[src/rtl/acc_defs_pkg.sv]
// rtl/acc_defs_pkg.sv - shared state encoding and width derivations for the batch accelerator wrapper
package acc_defs_pkg;

    typedef enum logic [2:0] {
        ST_IDLE     = 3'd0,
        ST_ISSUE    = 3'd1,
        ST_WAIT_ENG = 3'd2,
        ST_WRITE    = 3'd3,
        ST_SUM_WR   = 3'd4,
        ST_DONE     = 3'd5
    } acc_state_e;

    function automatic int smp_w_f(input int u_w, input int v_w);
        return u_w + v_w;
    endfunction

    function automatic int idx_w_f(input int n_samples);
        return (n_samples <= 1) ? 1 : $clog2(n_samples);
    endfunction

endpackage

[src/rtl/acc_sample_shreg.sv]
// rtl/acc_sample_shreg.sv - batch sample shift register: parallel load, shift right by one sample, low-slice out
module acc_sample_shreg #(
    parameter int W = 8,
    parameter int N = 4
) (
    input  logic           clk,
    input  logic           rst_n,
    input  logic           load_i,
    input  logic [N*W-1:0] load_data_i,
    input  logic           shift_i,
    output logic [W-1:0]   low_o
);

    logic [N*W-1:0] sh_q;
    logic [N*W-1:0] sh_d;

    always_comb begin
        sh_d = sh_q;
        if (load_i) begin
            sh_d = load_data_i;
        end else if (shift_i) begin
            sh_d = sh_q >> W;
        end
    end

    always_ff @(posedge clk or negedge rst_n) begin
        if (!rst_n) begin
            sh_q <= '0;
        end else begin
            sh_q <= sh_d;
        end
    end

    assign low_o = sh_q[W-1:0];

endmodule

[src/rtl/accel_batch_wrapper.sv]
// rtl/accel_batch_wrapper.sv - batch wrapper feeding samples to an external engine and writing back results
// Optional saturating result sum written after the batch: macro ACC_BATCH_SUM_EN.
module accel_batch_wrapper
    import acc_defs_pkg::*;
#(
    parameter  int U_W       = 2,
    parameter  int V_W       = 6,
    parameter  int N_SAMPLES = 4,
    parameter  int RES_W     = 21,
    localparam int SMP_W     = smp_w_f(U_W, V_W),
    localparam int IDX_W     = idx_w_f(N_SAMPLES)
) (
    input  logic                       clk,
    input  logic                       rst,
    input  logic                       start,
    input  logic [N_SAMPLES*SMP_W-1:0] in_data,
    output logic                       busy,
    output logic                       eng_start,
    output logic [SMP_W-1:0]           eng_x,
    input  logic                       eng_done,
    input  logic [RES_W-1:0]           eng_res,
    output logic                       wr_req,
    input  logic                       wr_ack,
    output logic [RES_W-1:0]           wr_data,
    output logic [IDX_W-1:0]           wr_idx,
    output logic                       done
);

    localparam logic [IDX_W-1:0] LAST_IDX = IDX_W'(N_SAMPLES - 1);

    acc_state_e        state_q, state_d;
    logic [IDX_W-1:0]  idx_q, idx_d;
    logic [RES_W-1:0]  res_q, res_d;
    logic              sh_load;
    logic              sh_shift;
    logic [SMP_W-1:0]  sh_low;

    acc_sample_shreg #(
        .W (SMP_W),
        .N (N_SAMPLES)
    ) u_shreg (
        .clk         (clk),
        .rst_n       (rst),
        .load_i      (sh_load),
        .load_data_i (in_data),
        .shift_i     (sh_shift),
        .low_o       (sh_low)
    );

`ifdef ACC_BATCH_SUM_EN
    logic [RES_W-1:0] sum_q, sum_d;
    logic [RES_W:0]   sum_ext;
    logic [RES_W-1:0] sum_sat;

    assign sum_ext = {1'b0, sum_q} + {1'b0, eng_res};
    assign sum_sat = sum_ext[RES_W] ? '1 : sum_ext[RES_W-1:0];
`endif

    always_comb begin
        state_d   = state_q;
        idx_d     = idx_q;
        res_d     = res_q;
        sh_load   = 1'b0;
        sh_shift  = 1'b0;
        busy      = 1'b1;
        eng_start = 1'b0;
        eng_x     = '0;
        wr_req    = 1'b0;
        wr_data   = '0;
        wr_idx    = '0;
        done      = 1'b0;
`ifdef ACC_BATCH_SUM_EN
        sum_d     = sum_q;
`endif
        case (state_q)
            ST_IDLE: begin
                busy = 1'b0;
                if (start) begin
                    sh_load = 1'b1;
                    idx_d   = '0;
                    state_d = ST_ISSUE;
`ifdef ACC_BATCH_SUM_EN
                    sum_d   = '0;
`endif
                end
            end
            ST_ISSUE: begin
                eng_start = 1'b1;
                eng_x     = sh_low;
                state_d   = ST_WAIT_ENG;
            end
            ST_WAIT_ENG: begin
                eng_x = sh_low;
                if (eng_done) begin
                    res_d   = eng_res;
                    state_d = ST_WRITE;
`ifdef ACC_BATCH_SUM_EN
                    sum_d   = sum_sat;
`endif
                end
            end
            ST_WRITE: begin
                wr_req  = 1'b1;
                wr_data = res_q;
                wr_idx  = idx_q;
                if (wr_ack) begin
                    if (idx_q == LAST_IDX) begin
`ifdef ACC_BATCH_SUM_EN
                        state_d = ST_SUM_WR;
`else
                        state_d = ST_DONE;
`endif
                    end else begin
                        idx_d    = idx_q + 1'b1;
                        sh_shift = 1'b1;
                        state_d  = ST_ISSUE;
                    end
                end
            end
`ifdef ACC_BATCH_SUM_EN
            ST_SUM_WR: begin
                wr_req  = 1'b1;
                wr_data = sum_q;
                wr_idx  = '1;
                if (wr_ack) begin
                    state_d = ST_DONE;
                end
            end
`endif
            ST_DONE: begin
                busy    = 1'b0;
                done    = 1'b1;
                state_d = ST_IDLE;
            end
            default: begin
                busy    = 1'b0;
                state_d = ST_IDLE;
            end
        endcase
    end

    always_ff @(posedge clk or negedge rst) begin
        if (!rst) begin
            state_q <= ST_IDLE;
            idx_q   <= '0;
            res_q   <= '0;
`ifdef ACC_BATCH_SUM_EN
            sum_q   <= '0;
`endif
        end else begin
            state_q <= state_d;
            idx_q   <= idx_d;
            res_q   <= res_d;
`ifdef ACC_BATCH_SUM_EN
            sum_q   <= sum_d;
`endif
        end
    end

endmodule

[config.mk]
export PLATFORM = sky130hd
export DESIGN_NAME = accel_batch_wrapper
export DESIGN_NICKNAME = d
export VERILOG_FILES = /design/src/rtl/acc_defs_pkg.sv /design/src/rtl/acc_sample_shreg.sv /design/src/rtl/accel_batch_wrapper.sv
export SDC_FILE = /design/constraint.sdc
export NUM_CORES = 1
export LEC_CHECK = 0
export CORE_MARGIN = 4
export CORE_UTILIZATION = 46
export CTS_CLUSTER_DIAMETER = 60
export DETAILED_ROUTE_END_ITERATION = 10
export HOLD_SLACK_MARGIN = 0.03
export PLACE_DENSITY = 0.8
export SLEW_MARGIN = 0
export SYNTH_ARGS = -nofsm -noshare
export SYNTH_HDL_FRONTEND = slang
export SYNTH_SLANG_ARGS = --single-unit
[constraint.sdc]
create_clock -name clk -period 2.67 [get_ports clk]
set_input_delay 0.534 -clock clk [delete_from_list [all_inputs] [get_ports clk]]
set_output_delay 0.534 -clock clk [all_outputs]
set_load 0.1 [all_outputs]
Word-level counts from Yosys, hierarchy flattened

Cells that the tools add are included.

Register bits: 58
Bits of input ports: 58
Output and inout port bits: 35
Logic and storage cells: 45

Add/sub/neg operators: 1
Eq/ne operators: 9
Muxes and demuxes: 23
Reduce and logical (&&, ||, !) cells: 8

Operators by type and width:

| kind                | number |
|---|---|
| $mux 32             | 2 |
| $mux 21             | 1 |
| $mux 3              | 4 |
| $pmux 3 s4          | 1 |
| $mux 1              | 9 |
| $mux 2              | 4 |
| $mux 8              | 1 |
| $ne 2x2->1 const B  | 4 |
| $eq 3x2->1 const B  | 2 |
| $pmux 2 s2          | 1 |
| $reduce_and 4->1    | 1 |
| $reduce_bool 2->1   | 2 |
| $eq 3x1->1 const B  | 1 |
| $eq 3x3->1 const B  | 1 |
| $logic_not 3->1     | 1 |
| $reduce_and 3->1    | 1 |
| $reduce_or 3->1     | 1 |
| $add 2x1->2 const B | 1 |
| $eq 2x2->1 const B  | 1 |
| $reduce_and 2->1    | 1 |
| $reduce_or 2->1     | 1 |

Longest topological paths before layout

Depth in word-level cells: 6
Depth in mapped cells: 5
Depth with buffers taken out: 4

Modules after synthesis

Synthesis repeated with hierarchy kept, for this count alone.

Cells, all modules: 259
Area total of the unflattened synthesis: 2864.0 um^2

By module, submodules not included:

| module              | instances | cells each | area an instance (um^2) | seq. area each (um^2) |
|---|---|---|---|---|
| acc_sample_shreg    | 1         | 147        | 1571.5                  | 800.8 |
| accel_batch_wrapper | 1         | 112        | 1292.5                  | 650.6 |

Worst setup path after synthesis

Ideal clock, no wire load.

Path type: flip-flop to output port
From: register state_q[2]
To: output port wr_data[11]
Data arrival time: 2.849 ns
Required time: 2.136 ns
Slack: -0.713 ns
Cell stages (with the launch flop): 6
Path buffers: 3
Cells stage by stage: dfrtp_1 > buf_2 > and3b_1 > clkbuf_1 > clkbuf_1 > and2_1

Longest elaborated chain between the ends: 2

RTL lines:

| element                  | RTL line                   | text |
|---|---|---|
| start: declaration       | accel_batch_wrapper.sv:31  | `acc_state_e state_q, state_d;` |
| start signal: assignment | accel_batch_wrapper.sv:151 | `state_q <= state_d;` |
| $eq 3x2->1               | accel_batch_wrapper.sv:75  | `case (state_q)` |
| $mux 21                  | accel_batch_wrapper.sv:75  |  |
| end: declaration         | accel_batch_wrapper.sv:24  | `output logic [RES_W-1:0] wr_data,` |

Every way passes these cells.

Worst setup path in the final report

From: register state_q[0]
To: output port wr_idx[0]

Longest elaborated chain between the ends: 2

RTL lines:

| element          | RTL line                  | text |
|---|---|---|
| $eq 3x2->1       | accel_batch_wrapper.sv:75 |  |
| $mux 2           | accel_batch_wrapper.sv:75 |  |
| end: declaration | accel_batch_wrapper.sv:25 | `output logic [IDX_W-1:0] wr_idx,` |

Every way passes these cells.

==> results by group <==
Final layout
  – Cell area after layout: around 4300 µm²
  – Ratio of cells with drive above 1 in the final layout: 0.4498
  – Fillers: slightly below 400
  – Area Overhead vs Synth: 55.76%
  – Ant. Diodes: 0
  – Finished Layout Cells: 384
  – Nets@finish: 364
  – Multi-input logic area: 1256 µm²
  – Reg area: ~1500 µm²

Global routing
  – GRT Residual Overflow: 0
  – Initial antenna violation count: 0
  – Global-route wire length before repair: approximately 10000 µm
  – Number of global-route vias before repair: 2033
  – GRT Util Overall: 0.1868
  – Largest net degree at the start of global routing: 34

Die
  – # IOs: slightly above 90
  – DIE AREA: between 7000 and 8000 µm²
  – Core area: slightly below 6000 µm²
  – Initial Util: 0.4724
  – Die Ht: approximately 86 µm
  – Row cnt: 28
  – Die X: ~86 µm

Run status
  – Status: finished clean

Placement
  – Inst Count DP: ~370
  – I/O Buffers: 92
  – Final GP Congestion: 0.7758
  – Placed instance area: 4126 µm²
  – Post-Place Worst Slack: between 0.4 and 0.5 ns
  – Post-DP HPWL: 4740 µm

Yosys
  – Top_reg_cell synth: dfrtp_1
  – Synthesis Warnings: 0
  – Syn Std Cell Area: 2780 µm²
  – Mapped Nets: 265
  – Avg Cell Area, Syn: around 13 µm²
  – #FFs+latches synth: slightly below 60
  – Number of synthesized flops with an enable pin: 0
  – Post-synthesis sequential area ratio: 0.5221
  – Post-Syn Instances: around 200
  – Async SR Flop Fraction: 1.000
  – Post-synthesis cell type count: 27

Detailed routing
  – Via count: 1904
  – Vias per cell: 4.958
  – Detailed Route Iter0 Violations: 46
  – DRT Wirelength: approximately 6400 µm
  – WL/cell: about 17 µm
  – Highest Signal Layer: met4
  – Detail Route Antenna Nets: 0
  – Met1 WL: ~2700 µm
  – Drt drc: 0
  – DR WL met3: ~280 µm
  – Met2 WL: about 3300 µm
  – DR pass1 iterations: 4

Critical path
  – WP data required: ~2.1 ns
  – Crit Path Max Fanout: 18
  – CP peak stage delay: 0.57 ns
  – Crit-path cells: and3b_1 -> buf_4 -> and2_1 -> buf_12
  – Startpoint types: register
  – R2R Path Start: state_q[0]
  – CP startpoint: state_q[0]
  – Worst Path Buf+Inv: 2
  – CP Class: register to output port
  – CP max-delay cell: dfrtp_1
  – Worst Setup End Kind: output port
  – Worst EP arrival: around 1.8 ns
  – CP delay by family, top: flip-flops

Clock tree
  – CTS max path bufs: 2
  – Clk root buf: clkbuf_8
  – H-tree levels: 3
  – Reg clk slew, reported paths: 0.06 ns
  – Clock sinks: a little under 60
  – CTS tree: yes
  – Worst-Skew Late Latency: 0.33 ns
  – Post-CTS Setup Bufs: 0
  – Num CTS Buffers: 9
  – Post-CTS Hold Fix Bufs: 0
  – Resized cells post-CTS: 0

STA
  – Fin Setup TNS: 0 ns
  – Final setup vio count: 0
  – Setup ws final: ~0.36 ns
  – Worst-margin pin slew: 0.7111 ns
  – Slew Limit Fails: 0
  – Period utilisation layout: 0.8665
  – Slew HR: 0.5259
  – Achievable frequency: 432.2 MHz
  – Clock Skews: approximately 0.007 ns
  – Final hold violations: 0
  – Tmin final: ~2.3 ns
  – RSZ-0062 raised after global routing: false

Job
  – Max-cap violations: 0

Hold path
  – Worst Hold Class: primary input to asynchronous set/reset pin
[layout make-up]
class                           count  area share
Clock inverter                      2    0.008090
Clock buffer                       13     0.03901
Timing Repair Buffer              101      0.3051
Sequential cell                    58      0.3352
Inverter                            1   0.0008668
Multi-Input combinational cell    134      0.2901
Tap cell                           75     0.02167
[state kept, by name (all words and copies together) (netlist names)]
| name | count |
|---|---|
| res_q | 21 |
| u_shreg.sh_q | 32 |
| state_q | 3 |
| idx_q | 2 |
[through the flow]
stage          utilization  hold slack (ns)
2_1_floorplan            -           0.2384
3_3_place_gp        0.7011           0.4801
5_1_grt             0.7358           0.2954
3_5_place_dp        0.7011           0.4866
6_report            0.7358           0.2462
4_1_cts             0.7358           0.2644
[cells in the final DEF (no fill, tap or decap)]
master / instances
clkdlybuf4s50_1: 56
a22o_1: 8
ha_1: 1
nor2b_1: 2
nand2_1: 3
and2_1: 23
mux2_2: 67
nor3_1: 1
clkbuf_1: 1
nor4b_4: 1
nor3_2: 1
xnor2_1: 1
or3b_4: 1
buf_2: 1
buf_12: 34
a21o_1: 1
buf_4: 10
a21oi_4: 1
mux2i_1: 2
dfrtp_1: 58
o21ai_0: 1
and2_2: 8
a21oi_1: 1
inv_1: 1
nand4b_1: 1
and3b_1: 2
a221o_1: 1
nor3b_2: 1
and3_1: 3
clkinv_2: 1
nor2_1: 3
clkbuf_8: 12
bufinv_16: 1
[cell usage after synthesis (2+ instances only)]
| cell | n | share of area |
|---|---|---|
| nand2_1 | 3 | 0.0041 |
| mux2i_1 | 2 | 0.0072 |
| buf_6 | 4 | 0.016 |
| nor3_1 | 2 | 0.0036 |
| and2_1 | 31 | 0.070 |
| nor2_1 | 3 | 0.0041 |
| nor2b_1 | 2 | 0.0045 |
| clkbuf_1 | 3 | 0.0041 |
| mux2_2 | 67 | 0.27 |
| dfrtp_1 | 58 | 0.52 |
| buf_2 | 5 | 0.0090 |
| and3_1 | 3 | 0.0068 |
| a22o_1 | 8 | 0.025 |
| and3b_1 | 2 | 0.0063 |
[final timing paths]
path                                    end  slack [ns]  cells after the start
setup / recovery                  wr_idx[0]        0.36                      4
hold / removal                    res_q[17]        0.25                      1
setup reg to reg           u_shreg.sh_q[18]        0.80                      4
hold reg to reg                   res_q[19]        0.49                      1
max in group asynchronous         res_q[10]        1.73                      2
min in group clk                  res_q[19]        0.49                      1
[logic make-up (layout without fill, tap and decap cells)]
family,after synthesis,in the layout,share of synthesized area
xor gates and xnor gates,1,1,0.003151
adders and majority gates,1,1,0.004500
muxes,69,69,0.2786
AOI/OAI and AO/OA,13,13,0.04095
buffers and inverters,14,117,0.03330
and+or+nand+nor,50,50,0.1175
DFF,58,58,0.5221
[worst reg2reg max path: cells and delay by family, from the launching register on]
family        cells  cell delay [ns]
mux               2             0.63
flops             1             0.51
buf+inv           1             0.24
simple gates      1             0.38
[routing by layer]
layer / global-route usage / up-vias
met3: 0.05476 / 8
li1: - / 925
met1: 0.2332 / 932
met5: 0 / -
met2: 0.3121 / 39
met4: 0.06043 / 0
Power is not shown: default switching activity piles up to over one toggle a cycle in this logic, so the estimate is an artifact.
==> RTL edit 1 (same settings) <==
Build with the macro `ACC_BATCH_SUM_EN` defined.
--- a/src/rtl/accel_batch_wrapper.sv
+++ b/src/rtl/accel_batch_wrapper.sv
@@ -1,5 +1,7 @@
 // rtl/accel_batch_wrapper.sv - batch wrapper feeding samples to an external engine and writing back results
 // Optional saturating result sum written after the batch: macro ACC_BATCH_SUM_EN.
+`define ACC_BATCH_SUM_EN
+
 module accel_batch_wrapper
     import acc_defs_pkg::*;
 #(
Formal check against the unedited RTL: same outputs for any inputs over 10 cycles, from zero or initial values and one cycle with rst low; that may be too few to reach the edited logic, so the function may still have changed.
==> RTL edit 1 against the unedited design <==
Wire length rose by 100%; die area rose by 63%; count of clock-buffer cells in the layout fell by 4; sequential cell count rose by 21; setup slack got worse by 0.29 ns; core utilization fell by 5.7 points; area after synthesis rose by 71%; cell area rose by 55%; largest cell class is now multi-input combinational cells.
==> RTL edit 1: results (changes against the unedited design) <==
run_status:
  status: "finished clean"  # unchanged
worst_setup_path:
  worstPathArrival_ns: 2.86  # was 1.78 ns
  worst-path-max-fanout: 3  # was 18
  r2r_slack_ns: 0.12  # was 0.80 ns
  endpoint_kind: "flip-flop"  # was output port
place:
  place.gp.congestion: 0.938  # was 0.776
  place_ws_ns: -0.563  # was 0.413 ns
  place_area_um2: 6420  # was 4130 µm²
  hpwlAfterDp_um: 9100  # was 4740 µm
yosys:
  synth_area_leaders: "dfrtp_1 (42%), nand2_1 (9.6%), ha_1 (5.8%)"  # was dfrtp_1 (52%), mux2_2 (27%), and2_1 (7.0%)
  yosysSeqAreaShare_pct: 41.6  # was 52.2%
  syn_nets: 611  # was 265
  ys_types: 56  # was 27
  ys_top_cells_by_count: "nand2_1 (121), dfrtp_1 (79), o21ai_0 (45)"  # was mux2_2 (67), dfrtp_1 (58), and2_1 (31)
route:
  wl_per_cell_um: 16.3  # was 16.6 µm
  drt_iter0_markers: 285  # was 46
  dr.pass1.iters: 5  # was 4
  num_vias: 4409  # was 1,904
final_layout:
  top_regs: "u_shreg.sh_q: 32 flops, res_q: 21 flops, sum_q: 21 flops"  # was u_shreg.sh_q: 32 flops, res_q: 21 flops, state_q: 3 flops
  nNetsFinal: 738  # was 364
  drive_gt1_share_pct: 22.8  # was 45.0%
  nFillCells: 754  # was 385
global_routing:
  track_usage_pct: 21.8  # was 18.7%
  grt_max_degree: 57  # was 34
  grt_pass1_wl_um: 20800  # was 10,400 µm
clock_network:
  clk_pin_slew_ns: 0.09  # was 0.06 ns
sta:
  finalCriticalPeriod_ns: 2.60  # was 2.31 ns
  relSlewSlack_pct: 63.7  # was 52.6%
## RTL edit 1: cell count changes after synthesis, moves of 9 or more
cell      before  now
and2_1        31   12
ha_1           1   22
xor2_1         0    9
nor2_1         3   16
a31oi_1        0   15
clkbuf_1       3   24
a22o_1         8   21
o21ai_0        1   45
dfrtp_1       58   79
a21oi_1        1   43
mux2_2        67    0
mux2i_1        2   26
nand2_1        3  121
## RTL edit 1: layout make-up
cell class | count | area [µm²] | area share [%]
multi-input cells | 410 | 2650 | 39.4
flip-flops and latches | 79 | 1980 | 29.4
repair buffers | 150 | 1700 | 25.3
well taps | 133 | 166 | 2.47
clock buffers | 9 | 124 | 1.84
clock inverters | 7 | 86.3 | 1.28
inverters | 7 | 26.3 | 0.391
## RTL edit 1: worst paths after layout
check	start	end	depth (start not counted)
worst max-delay path	eng_res[3]	sum_q[14]	9
worst min-delay path	rst	state_q[0]	1
min in group clk	res_q[4]	res_q[4]	2
worst max register to register	sum_q[0]	sum_q[14]	10
worst min register to register	res_q[4]	res_q[4]	2
max in group asynchronous	rst	sum_q[1]	2
## RTL edit 1: stage by stage
step                cells  setup TNS (ns)  power (mW)  hold slack [ns]
finish                795               0        9.38            0.148
detailed placement    772           -7.17        8.25            0.462
floorplan             530         -0.0208        6.15            0.238
global placement      772           -4.75        8.08            0.457
CTS                   791               0        9.28            0.165
global route          795          -0.361        9.95            0.171
## RTL edit 1: repair_timing
action	4_1_cts	5_1_grt
cloned	0	0
endpoints found under the setup margin	2	31
gates resized for setup	6	8
setup buffers	3	4
pin swaps	7	11
hold buffers	0	0
## RTL edit 1: worst max-delay path, cell delays in order
cell	delay, ns
clkdlybuf4s50_1	0.44
ha_1	0.32
o21a_2	0.23
o31a_4	0.12
o311a_1	0.36
o41ai_2	0.32
mux2i_1	0.23
a31oi_1	0.11
a31o_1	0.19
## RTL edit 1: cells by family (layout without fill, tap and decap cells)
group	after synthesis	count (layout)	share of synthesized area (%)
flip-flops	79	79	41.6
multiplexers	26	26	5.48
AND/OR/NAND/NOR	189	189	18.6
AO/OA/AOI/OAI	155	155	21.1
buffers and inverters	41	173	3.77
adder cells (fa/ha/maj)	23	23	6.22
XOR/XNOR	17	17	3.14
## RTL edit 1: routing by layer
layer / vias to the layer above / routed length (µm) / GRT usage (%)
met2: 120 / 6460 / 36.9
li1: 2117 / - / -
met3: 14 / 707 / 4.82
met1: 2158 / 5700 / 28.6
met5: - / 0 / 0
met4: 0 / 109 / 5.16
## RTL edit 1: power by group through the flow
stage | clock (mW) | combinational (mW) | sequential [mW]
floorplan | 0 | 4.14 | 2.01
global placement | 0 | 5.96 | 2.12
detailed placement | 0 | 6.09 | 2.16
CTS | 0.973 | 6.17 | 2.14
global route | 1.04 | 6.70 | 2.21
finish | 0.971 | 6.26 | 2.15
==> RTL edit 2 (same settings) <==
Made on the original files. Make the reset (`rst` and `rst_n`) synchronous in 2 clocked blocks.
--- a/src/rtl/acc_sample_shreg.sv
+++ b/src/rtl/acc_sample_shreg.sv
@@ -23,7 +23,7 @@
         end
     end
 
-    always_ff @(posedge clk or negedge rst_n) begin
+    always_ff @(posedge clk) begin
         if (!rst_n) begin
             sh_q <= '0;
         end else begin
--- a/src/rtl/accel_batch_wrapper.sv
+++ b/src/rtl/accel_batch_wrapper.sv
@@ -139,7 +139,7 @@
         endcase
     end
 
-    always_ff @(posedge clk or negedge rst) begin
+    always_ff @(posedge clk) begin
         if (!rst) begin
             state_q <= ST_IDLE;
             idx_q   <= '0;
Behaviour: differs if rst is asserted again (counterexample within 4 cycles, from zero or initial values and one cycle with rst low); with rst held inactive, the same outputs for 10 cycles.
==> RTL edit 2 against the unedited design <==
Cell area up 2.3%; setup slack better by 0.0021 ns; wire length is 19% higher; sequential share of layout area is 7.3 points lower; first-iteration DRC count grew to 3.0 times the old value; area after synthesis is 6.2% higher; sequential cell count unchanged; core utilization down 0.45 points; highest routed layer unchanged.
Power is left out: it rests on default switching activity, and per cell area and clock period it moved more than threefold.
==> RTL edit 2: results (changes against the unedited design) <==
clock_network:
  post_cts_resized: 0  # unchanged
  htreeDepth: 3  # unchanged
  clk_path_buf_depth: 2  # unchanged
sta:
  relSlewSlack_pct: 56.9  # was 52.6%
  fin_skew_ns: 0.00730  # was 0.00698 ns
place:
  place.gp.congestion: 0.743  # was 0.776
  port_buffers: 92  # unchanged
  hpwlAfterDp_um: 5240  # was 4740 µm
worst_setup_path:
  timing.rr.start: "idx_q[0]"  # was state_q[0]
  worst-path-max-fanout: 13  # was 18
  reg2regPathDepth: 5  # was 4
  cp-startpoint: "state_q[2]"  # was state_q[0]
  crit_end: "wr_data[11]"  # was wr_idx[0]
  r2r_end: "u_shreg.sh_q[1]"  # was u_shreg.sh_q[18]
  r2r_slack_ns: 0.88  # was 0.80 ns
yosys:
  synth_area_leaders: "dfxtp_1 (39%), mux2i_1 (7.8%), nand2_1 (6.9%)"  # was dfrtp_1 (52%), mux2_2 (27%), and2_1 (7.0%)
  synth_top_cell_area_share_pct: 39.3  # was 52.2%
  ys_top_cells_by_count: "dfxtp_1 (58), nand2_1 (54), and2_1 (31)"  # was mux2_2 (67), dfrtp_1 (58), and2_1 (31)
  ys_async_sr_fraction_pct: 0  # was 100%
  syn_nets: 391  # was 265
  synth_ff_type: "dfxtp_1"  # was dfrtp_1
  yosysSeqAreaShare_pct: 39.3  # was 52.2%
  ys_types: 35  # was 27
run_status:
  status: "finished clean"  # unchanged
global_routing:
  track_usage_pct: 19.9  # was 18.7%
  grt_max_degree: 44  # was 34
  grt_pass1_vias: 2530  # was 2,033
  grt_pass1_wl_um: 11900  # was 10,400 µm
hold_path:
  hold_class: "reg2reg"  # was in2async
route:
  drt_iter0_markers: 136  # was 46
  num_vias: 2678  # was 1,904
  drt-total-wl_um: 7600  # was 6380 µm
final_layout:
  drive_gt1_share_pct: 20.8  # was 45.0%
  nNetsFinal: 477  # was 364
[RTL edit 2: per-stage QoR]
stage                     cell area (µm²)  setup slack (ns)  util [%]  std cells  hold WS (ns)
after floorplan                      2960            0.0402         -        332         0.430
after global routing                 4430             0.262      73.1        498         0.475
final                                4430             0.359      73.1        498         0.457
after CTS                            4430             0.361      73.1        498         0.459
after detailed placement             4250             0.504      70.1        482         0.449
after global placement               4250             0.553      70.1        482         0.438
[RTL edit 2: critical path, cell delays in order (launching register included)]
cell,delay [ns]
dfxtp_1,0.31
and3b_1,0.47
buf_4,0.27
and2_1,0.20
buf_12,0.19
[RTL edit 2: cells by family (layout without fill, tap and decap cells)]
| family | after synthesis | in the layout | share of synthesized area [%] |
|---|---|---|---|
| muxes | 23 | 23 | 7.80 |
| AOI/OAI and AO/OA | 81 | 81 | 21.2 |
| buffers and inverters | 29 | 120 | 5.13 |
| xor gates and xnor gates | 1 | 1 | 0.297 |
| adders and majority gates | 1 | 1 | 0.424 |
| and+or+nand+nor | 139 | 139 | 25.8 |
| DFF | 58 | 58 | 39.3 |
[RTL edit 2: layout make-up]
cell class | instances | area (µm²)
Fill cell | 459 | 1630
Clock inverter | 2 | 10.0
Clock buffer | 14 | 173
Timing Repair Buffer | 104 | 1340
Tap cell | 75 | 93.8
Multi-Input combinational cell | 245 | 1650
Sequential cell | 58 | 1160
[RTL edit 2: metal layers]
| metal | part of all wire [%] | global-route usage, % | vias up |
|---|---|---|---|
| li1 | - | - | 1335 |
| met5 | 0 | 0 | - |
| met3 | 3.8 | 3.01 | 14 |
| met4 | 2.1 | 9.34 | 0 |
| met2 | 53 | 36.2 | 53 |
| met1 | 41 | 22.8 | 1276 |
